===== config.mk =====
export PLATFORM = sky130hd
export DESIGN_NAME = multicycle_ctrl_flat
export DESIGN_NICKNAME = d
export VERILOG_FILES = /design/src/rtl/multicycle_ctrl_if.sv /design/src/rtl/multicycle_ctrl.sv /design/src/flat_wrapper.sv
export SDC_FILE = /design/constraint.sdc
export NUM_CORES = 1
export LEC_CHECK = 0
export CORE_MARGIN = 2
export CORE_UTILIZATION = 40
export DETAILED_ROUTE_END_ITERATION = 8
export DONT_BUFFER_PORTS = 1
export GPL_TIMING_DRIVEN = 0
export PLACE_DENSITY_LB_ADDON = 0.1
export SYNTH_ARGS = -nofsm -noshare
export SYNTH_HDL_FRONTEND = slang
export SYNTH_SLANG_ARGS = --single-unit

===== constraint.sdc =====
create_clock -name i_clk -period 2.9 [get_ports i_clk]
set_input_delay 0.435 -clock i_clk [delete_from_list [all_inputs] [get_ports i_clk]]
set_output_delay 0.435 -clock i_clk [all_outputs]
set_load 0.005 [all_outputs]

===== src/rtl/multicycle_ctrl_if.sv =====
// Instruction-field / datapath-control bundle between multicycle_ctrl and its datapath.
// MULTICYCLE_CTRL_ILLEGAL_TRAP_EN adds the o_illegalInstr flag.
interface multicycle_ctrl_if;
  logic [6:0] i_op;
  logic [2:0] i_funct3;
  logic       i_funct7b5;
  logic       i_zero;
  logic       i_memReady;
  logic       o_pcWrite;
  logic       o_adrSrc;
  logic       o_memWrite;
  logic       o_irWrite;
  logic [1:0] o_resultSrc;
  logic [1:0] o_aluSrcA;
  logic [1:0] o_aluSrcB;
  logic [1:0] o_immSrc;
  logic       o_regWrite;
  logic [3:0] o_aluControl;
`ifdef MULTICYCLE_CTRL_ILLEGAL_TRAP_EN
  logic       o_illegalInstr;
`endif

  modport master (
`ifdef MULTICYCLE_CTRL_ILLEGAL_TRAP_EN
    output o_illegalInstr,
`endif
    input  i_op, i_funct3, i_funct7b5, i_zero, i_memReady,
    output o_pcWrite, o_adrSrc, o_memWrite, o_irWrite, o_resultSrc,
    output o_aluSrcA, o_aluSrcB, o_immSrc, o_regWrite, o_aluControl
  );

  modport slave (
`ifdef MULTICYCLE_CTRL_ILLEGAL_TRAP_EN
    input  o_illegalInstr,
`endif
    output i_op, i_funct3, i_funct7b5, i_zero, i_memReady,
    input  o_pcWrite, o_adrSrc, o_memWrite, o_irWrite, o_resultSrc,
    input  o_aluSrcA, o_aluSrcB, o_immSrc, o_regWrite, o_aluControl
  );
endinterface


===== src/rtl/multicycle_ctrl.sv =====
// Moore control FSM for the multicycle RV32I core (LW, SW, R/I ALU, BEQ, JAL).
// Optional MULTICYCLE_CTRL_ILLEGAL_TRAP_EN: unsupported opcodes lock in TRAP until reset.
module multicycle_ctrl (
  input  logic i_clk,
  input  logic i_rst_n,
  multicycle_ctrl_if.master bus
);
  localparam logic [6:0] OP_LW   = 7'b0000011;
  localparam logic [6:0] OP_SW   = 7'b0100011;
  localparam logic [6:0] OP_R    = 7'b0110011;
  localparam logic [6:0] OP_I    = 7'b0010011;
  localparam logic [6:0] OP_B    = 7'b1100011;
  localparam logic [6:0] OP_JAL  = 7'b1101111;

  localparam logic [3:0] ALU_ADD = 4'b0000;
  localparam logic [3:0] ALU_SUB = 4'b1000;

  typedef enum logic [3:0] {
    FETCH, DECODE, MEMADR, MEMREAD, MEMWB, MEMWRITE,
    EXECR, EXECI, ALUWB, BEQ, JAL, TRAP
  } state_e;

  typedef struct packed {
    logic       adr_src;
    logic       mem_write;
    logic       reg_write;
    logic       pc_jump;
    logic [1:0] result_src;
    logic [1:0] alu_src_a;
    logic [1:0] alu_src_b;
    logic [3:0] alu_ctl;
    logic       illegal;
  } ctrl_t;

  localparam ctrl_t CTRL_FETCH = '{result_src: 2'b10, alu_src_b: 2'b10, default: '0};

  state_e state_q, state_d;
  ctrl_t  ctrl_q;

  function automatic logic [3:0] alu_decode(logic [1:0] alu_op, logic [2:0] f3,
                                            logic b5, logic op5);
    logic [3:0] r;
    r = ALU_ADD;
    case (alu_op)
      2'b00: r = ALU_ADD;
      2'b01: r = ALU_SUB;
      default: begin
        case (f3)
          // bit 30 only selects SUB for register-register forms, so ADDI ignores it
          3'b000:                 r = (b5 && op5) ? ALU_SUB : ALU_ADD;
          3'b010, 3'b110, 3'b111: r = {1'b0, f3};
          default:                r = ALU_ADD;
        endcase
      end
    endcase
    return r;
  endfunction

  function automatic ctrl_t ctrl_of(state_e s, logic [6:0] op, logic [2:0] f3, logic b5);
    ctrl_t c;
    c = '0;
    case (s)
      FETCH:    c = CTRL_FETCH;
      DECODE: begin
        c.alu_src_a = 2'b01;
        c.alu_src_b = 2'b01;
        c.alu_ctl   = alu_decode(2'b00, f3, b5, op[5]);
      end
      MEMADR: begin
        c.alu_src_a = 2'b10;
        c.alu_src_b = 2'b01;
        c.alu_ctl   = alu_decode(2'b00, f3, b5, op[5]);
      end
      MEMREAD:  c.adr_src = 1'b1;
      MEMWB: begin
        c.result_src = 2'b01;
        c.reg_write  = 1'b1;
      end
      MEMWRITE: begin
        c.adr_src   = 1'b1;
        c.mem_write = 1'b1;
      end
      EXECR: begin
        c.alu_src_a = 2'b10;
        c.alu_ctl   = alu_decode(2'b10, f3, b5, op[5]);
      end
      EXECI: begin
        c.alu_src_a = 2'b10;
        c.alu_src_b = 2'b01;
        c.alu_ctl   = alu_decode(2'b10, f3, b5, op[5]);
      end
      ALUWB:    c.reg_write = 1'b1;
      BEQ: begin
        c.alu_src_a = 2'b10;
        c.alu_ctl   = alu_decode(2'b01, f3, b5, op[5]);
      end
      JAL: begin
        c.alu_src_a = 2'b01;
        c.alu_src_b = 2'b10;
        c.pc_jump   = 1'b1;
        c.alu_ctl   = alu_decode(2'b00, f3, b5, op[5]);
      end
      TRAP:     c.illegal = 1'b1;
      default:  c = CTRL_FETCH;
    endcase
    return c;
  endfunction

  always_comb begin
    state_d = state_q;
    case (state_q)
      FETCH:    if (bus.i_memReady) state_d = DECODE;
      DECODE: begin
        case (bus.i_op)
          OP_LW, OP_SW: state_d = MEMADR;
          OP_R:         state_d = EXECR;
          OP_I:         state_d = EXECI;
          OP_JAL:       state_d = JAL;
          OP_B:         state_d = BEQ;
`ifdef MULTICYCLE_CTRL_ILLEGAL_TRAP_EN
          default:      state_d = TRAP;
`else
          default:      state_d = FETCH;
`endif
        endcase
      end
      MEMADR:   state_d = (bus.i_op == OP_LW) ? MEMREAD : MEMWRITE;
      MEMREAD:  if (bus.i_memReady) state_d = MEMWB;
      MEMWB:    state_d = FETCH;
      MEMWRITE: if (bus.i_memReady) state_d = FETCH;
      EXECR,
      EXECI:    state_d = ALUWB;
      ALUWB:    state_d = FETCH;
      BEQ:      state_d = FETCH;
      JAL:      state_d = ALUWB;
      TRAP:     state_d = TRAP;
      default:  state_d = FETCH;
    endcase
  end

  // Selects and unqualified enables are registered against the next state,
  // so they are valid from the first cycle of each state.
  always_ff @(posedge i_clk or negedge i_rst_n) begin
    if (!i_rst_n) begin
      state_q <= FETCH;
      ctrl_q  <= CTRL_FETCH;
    end else begin
      state_q <= state_d;
      ctrl_q  <= ctrl_of(state_d, bus.i_op, bus.i_funct3, bus.i_funct7b5);
    end
  end

  logic fetch_done;
  assign fetch_done = (state_q == FETCH) && bus.i_memReady;

  // Qualified enables follow i_memReady / i_zero combinationally; gate with
  // reset so FETCH's handshake cannot leak out while reset is held.
  assign bus.o_irWrite    = i_rst_n && fetch_done;
  assign bus.o_pcWrite    = i_rst_n && (fetch_done || ctrl_q.pc_jump ||
                                        ((state_q == BEQ) && bus.i_zero));
  assign bus.o_memWrite   = ctrl_q.mem_write;
  assign bus.o_regWrite   = ctrl_q.reg_write;
  assign bus.o_adrSrc     = ctrl_q.adr_src;
  assign bus.o_resultSrc  = ctrl_q.result_src;
  assign bus.o_aluSrcA    = ctrl_q.alu_src_a;
  assign bus.o_aluSrcB    = ctrl_q.alu_src_b;
  assign bus.o_aluControl = ctrl_q.alu_ctl;
`ifdef MULTICYCLE_CTRL_ILLEGAL_TRAP_EN
  assign bus.o_illegalInstr = ctrl_q.illegal;
`endif

  always_comb begin
    case (bus.i_op)
      OP_SW:   bus.o_immSrc = 2'b01;
      OP_B:    bus.o_immSrc = 2'b10;
      OP_JAL:  bus.o_immSrc = 2'b11;
      default: bus.o_immSrc = 2'b00;
    endcase
  end
endmodule


===== src/flat_wrapper.sv =====
// flat-port wrapper written by rule: the top's interface ports become plain ports
module multicycle_ctrl_flat 
  (i_clk, i_rst_n, bus_i_op, bus_i_funct3, bus_i_funct7b5, bus_i_zero, bus_i_memReady, bus_o_pcWrite, bus_o_adrSrc, bus_o_memWrite, bus_o_irWrite, bus_o_resultSrc, bus_o_aluSrcA, bus_o_aluSrcB, bus_o_immSrc, bus_o_regWrite, bus_o_aluControl);
  multicycle_ctrl_if bus_i ();
  input  logic i_clk;
  input  logic i_rst_n;
  input wire logic [$bits(bus_i.i_op)-1:0] bus_i_op;
  input wire logic [$bits(bus_i.i_funct3)-1:0] bus_i_funct3;
  input wire logic [$bits(bus_i.i_funct7b5)-1:0] bus_i_funct7b5;
  input wire logic [$bits(bus_i.i_zero)-1:0] bus_i_zero;
  input wire logic [$bits(bus_i.i_memReady)-1:0] bus_i_memReady;
  output wire logic [$bits(bus_i.o_pcWrite)-1:0] bus_o_pcWrite;
  output wire logic [$bits(bus_i.o_adrSrc)-1:0] bus_o_adrSrc;
  output wire logic [$bits(bus_i.o_memWrite)-1:0] bus_o_memWrite;
  output wire logic [$bits(bus_i.o_irWrite)-1:0] bus_o_irWrite;
  output wire logic [$bits(bus_i.o_resultSrc)-1:0] bus_o_resultSrc;
  output wire logic [$bits(bus_i.o_aluSrcA)-1:0] bus_o_aluSrcA;
  output wire logic [$bits(bus_i.o_aluSrcB)-1:0] bus_o_aluSrcB;
  output wire logic [$bits(bus_i.o_immSrc)-1:0] bus_o_immSrc;
  output wire logic [$bits(bus_i.o_regWrite)-1:0] bus_o_regWrite;
  output wire logic [$bits(bus_i.o_aluControl)-1:0] bus_o_aluControl;
  assign bus_i.i_op = bus_i_op;
  assign bus_i.i_funct3 = bus_i_funct3;
  assign bus_i.i_funct7b5 = bus_i_funct7b5;
  assign bus_i.i_zero = bus_i_zero;
  assign bus_i.i_memReady = bus_i_memReady;
  assign bus_o_pcWrite = bus_i.o_pcWrite;
  assign bus_o_adrSrc = bus_i.o_adrSrc;
  assign bus_o_memWrite = bus_i.o_memWrite;
  assign bus_o_irWrite = bus_i.o_irWrite;
  assign bus_o_resultSrc = bus_i.o_resultSrc;
  assign bus_o_aluSrcA = bus_i.o_aluSrcA;
  assign bus_o_aluSrcB = bus_i.o_aluSrcB;
  assign bus_o_immSrc = bus_i.o_immSrc;
  assign bus_o_regWrite = bus_i.o_regWrite;
  assign bus_o_aluControl = bus_i.o_aluControl;
  multicycle_ctrl u_core (.i_clk(i_clk), .i_rst_n(i_rst_n), .bus(bus_i));
endmodule

==> metrics.csv <==
stage,metric,value,unit
global_routing,antenna_found_initial,0,
timing,fin_setup_tns,0,ps
drt,ant_nets,0,
worst_setup_path,worst_r2r_startpoint,u_core.state_q[2],
drt,drtIter0Drc,23,
yosys,syn_nets,126,
global_routing,grt_max_degree,19,
global_routing,grt_usage,14.5,%
power,p_int,0.000378,W
finish,fin_nets,132,
floorplan,ios,32,
power,switchingPower,0.000124,W
timing,finalHoldViolations,0,
timing,maxSlewViolCount,0,
finish,fin_util,44.3,%
yosys,synth_flop_cell,dfrtp_1,
floorplan,die_y,56.8,um
yosys,async_reset_ff_share,100,%
timing,period_needed,2300,ps
power,clkPwrFrac,30.3,%
hold_path,hold_class,in2reg,
clocking,clkSinkCount,18,
clocking,ctsLongestPathBuffers,2,
drt,wl,2110,um
yosys,yosys_register_bits,18,
power,ir_worst_vdd,0.218,mV
drt,drtPass1Iterations,4,
global_routing,grt_pass1_wl,3570,um
yosys,netlist_area,0.00111,mm^2
clocking,ctsResizeCount,0,
drt,via_count,816,
placement,gp_congestion,0.823,
power,power_density,418,mW/mm^2
worst_setup_path,r2r_setup_slack,910,ps
finish,nFillCells,280,
placement,dp_hpwl,1580,um
yosys,synth_edf_count,0,
hold_path,hold_path_startpoint,bus_i_funct3[0],
status,outcome,"complete, no violations",
worst_setup_path,start_kind,flip-flop,
yosys,ys_seq_area_share,40.6,%
placement,io_buffers,0,
hold_path,whs_path_depth,1,
floorplan,dieArea,0.00323,mm^2
timing,rsz0062_at_grt,false,
power,switching_share,24.6,%
floorplan,std_cell_rows,19,
worst_setup_path,critPathCaptureType,primary output,
power,total_power,0.000502,W
yosys,yosys_warnings,0,
clocking,numCtsBuffers,3,
clocking,htree_levels,1,
worst_setup_path,critPathArrivalTime,1860,ps
finish,synthToLayoutAreaGrowth,7.63,%
drt,vias_per_cell,5.55,
clocking,clock_latency,290,ps
timing,worst_hold_slack,213,ps
power,pwr-share-comb,15.6,%
finish,final_cell_mix,"dfrtp_1 (16), buf_4 (10), nor2_1 (9)",
worst_setup_path,r2r-end,u_core.bus.o_aluSrcA[1],
global_routing,grt_pass1_vias,772,
global_routing,grt_overflow_total,0,
yosys,avgSynthCellArea,10.0,um^2
clocking,path_clk_slew,100,ps
timing,slew_headroom,48.6,%
floorplan,start_util,41.1,%
worst_setup_path,critPathKind,reg2out,
run,maxCapViolations,0,
hold_path,holdPathEnd,u_core.bus.o_aluControl[1],
floorplan,die_x,56.8,um
timing,fin_crit_sh,79.2,%
worst_setup_path,rr_worst_depth,6,
floorplan,coreArea,0.00271,mm^2
timing,skew,3.48,ps
drt,wire_per_inst,14.3,um
power,p_leak,0.548,nW
yosys,synthCells,111,
worst_setup_path,worstPathRequired,2470,ps
finish,drive_gt1_share,30.2,%
timing,setup-violations-final,0,
drt,drc,0,
yosys,synth_cell_types,49,
clocking,cts_tree,done,
timing,fmax,435,MHz
power,p_seq_share,54.0,%
timing,worst_slew_pin_slew,768,ps
worst_setup_path,crit_fanout,7,
finish,antennaDiodeCount,0,
clocking,cts_root_buf,clkbuf_4,
finish,final_common_cell,dfrtp_1,
-- flip-flops by register name, summed over array words and instances (netlist names) --
name,count
u_core.bus.o_adrSrc,1
u_core.bus.o_aluControl,4
u_core.bus.o_aluSrcA,2
u_core.bus.o_aluSrcB,2
u_core.bus.o_memWrite,1
u_core.bus.o_regWrite,1
u_core.bus.o_resultSrc,2
u_core.ctrl_q,1
u_core.state_q,4
-- stage by stage --
step,cell area (um^2),setup slack [ps],std cells
after global placement,1150,927,142
after detailed placement,1150,921,142
after CTS,1200,586,147
final,1200,602,147
after global routing,1200,523,147
after floorplan,1110,1110,111
-- how the worst max path moves through the flow --
stage,start,to
floorplan,u_core.state_q[3],bus_o_pcWrite
global placement,u_core.state_q[2],u_core.bus.o_aluSrcA[1]
detailed placement,u_core.state_q[3],bus_o_pcWrite
CTS,u_core.state_q[3],bus_o_pcWrite
global route,u_core.state_q[3],bus_o_pcWrite
finish,u_core.state_q[3],bus_o_pcWrite
-- cells by family (layout without fill, tap and decap cells) --
group                     Yosys count  in the layout  synth area share (%)
xor gates and xnor gates            1              1                 0.786
and+or+nand+nor                    52             52                  31.1
DFF                                18             18                  40.6
AOI/OAI and AO/OA                  20             20                  16.5
buffers and inverters              20             25                  11.0
-- what timing repair did --
| action | 4_1_cts | 5_1_grt |
|---|---|---|
| endpoints found under the hold margin | 18 | 0 |
| hold buffers | 1 | 0 |
| setup endpoints to repair | 0 | 0 |
| setup buffers | 0 | 0 |
-- synth_stat cells, types with 2 or more instances --
cell | n | area share, %
buf_4 | 10 | 6.7
a21oi_1 | 2 | 0.90
nand4_1 | 3 | 1.7
nand2_1 | 7 | 2.4
and2b_1 | 2 | 1.3
o21ai_0 | 5 | 2.2
inv_1 | 4 | 1.3
clkbuf_1 | 2 | 0.67
nor2_1 | 9 | 3.0
and2_1 | 3 | 1.7
and3_2 | 2 | 1.3
nor3b_1 | 2 | 1.3
nand2b_1 | 2 | 1.1
nor4_1 | 2 | 1.1
nand3_1 | 2 | 0.90
o31ai_1 | 2 | 1.3
nor3_1 | 3 | 1.3
dfstp_2 | 2 | 4.7
and3_1 | 2 | 1.1
dfrtp_1 | 16 | 36
-- metal layers --
layer / vias to the layer above / track usage (%) / routed length (um)
met1: 382 / 19.7 / 992
li1: 399 / - / -
met5: - / 0 / 0
met3: 6 / 3.00 / 110
met2: 29 / 20.9 / 950
met4: 0 / 8.64 / 53
-- power groups by stage --
| stage | clock network (W) | logic, W | registers (W) |
|---|---|---|---|
| detailed placement | 0 | 0.0000736 | 0.000276 |
| global route | 0.000172 | 0.0000878 | 0.000272 |
| CTS | 0.000158 | 0.0000800 | 0.000271 |
| finish | 0.000152 | 0.0000785 | 0.000271 |
| global placement | 0 | 0.0000734 | 0.000276 |
| floorplan | 0 | 0.0000632 | 0.000274 |
-- layout make-up --
class / count / area (um^2) / area share (%)
clock buffer: 4 / 36.3 / 3.02
inverter: 6 / 23.8 / 1.98
timing repair buffer: 1 / 10.0 / 0.834
buffer: 14 / 98.8 / 8.24
multi-input combinational: 73 / 539 / 44.9
sequential: 18 / 453 / 37.7
tap: 31 / 38.8 / 3.23
-- critical path, stage by stage, from the launching register on --
cell      delay, ps
dfrtp_1         500
nand2b_1        270
or4_1           500
o21ai_0         130
o21a_1          160
Note: power is estimated with default switching activity, not from simulation.
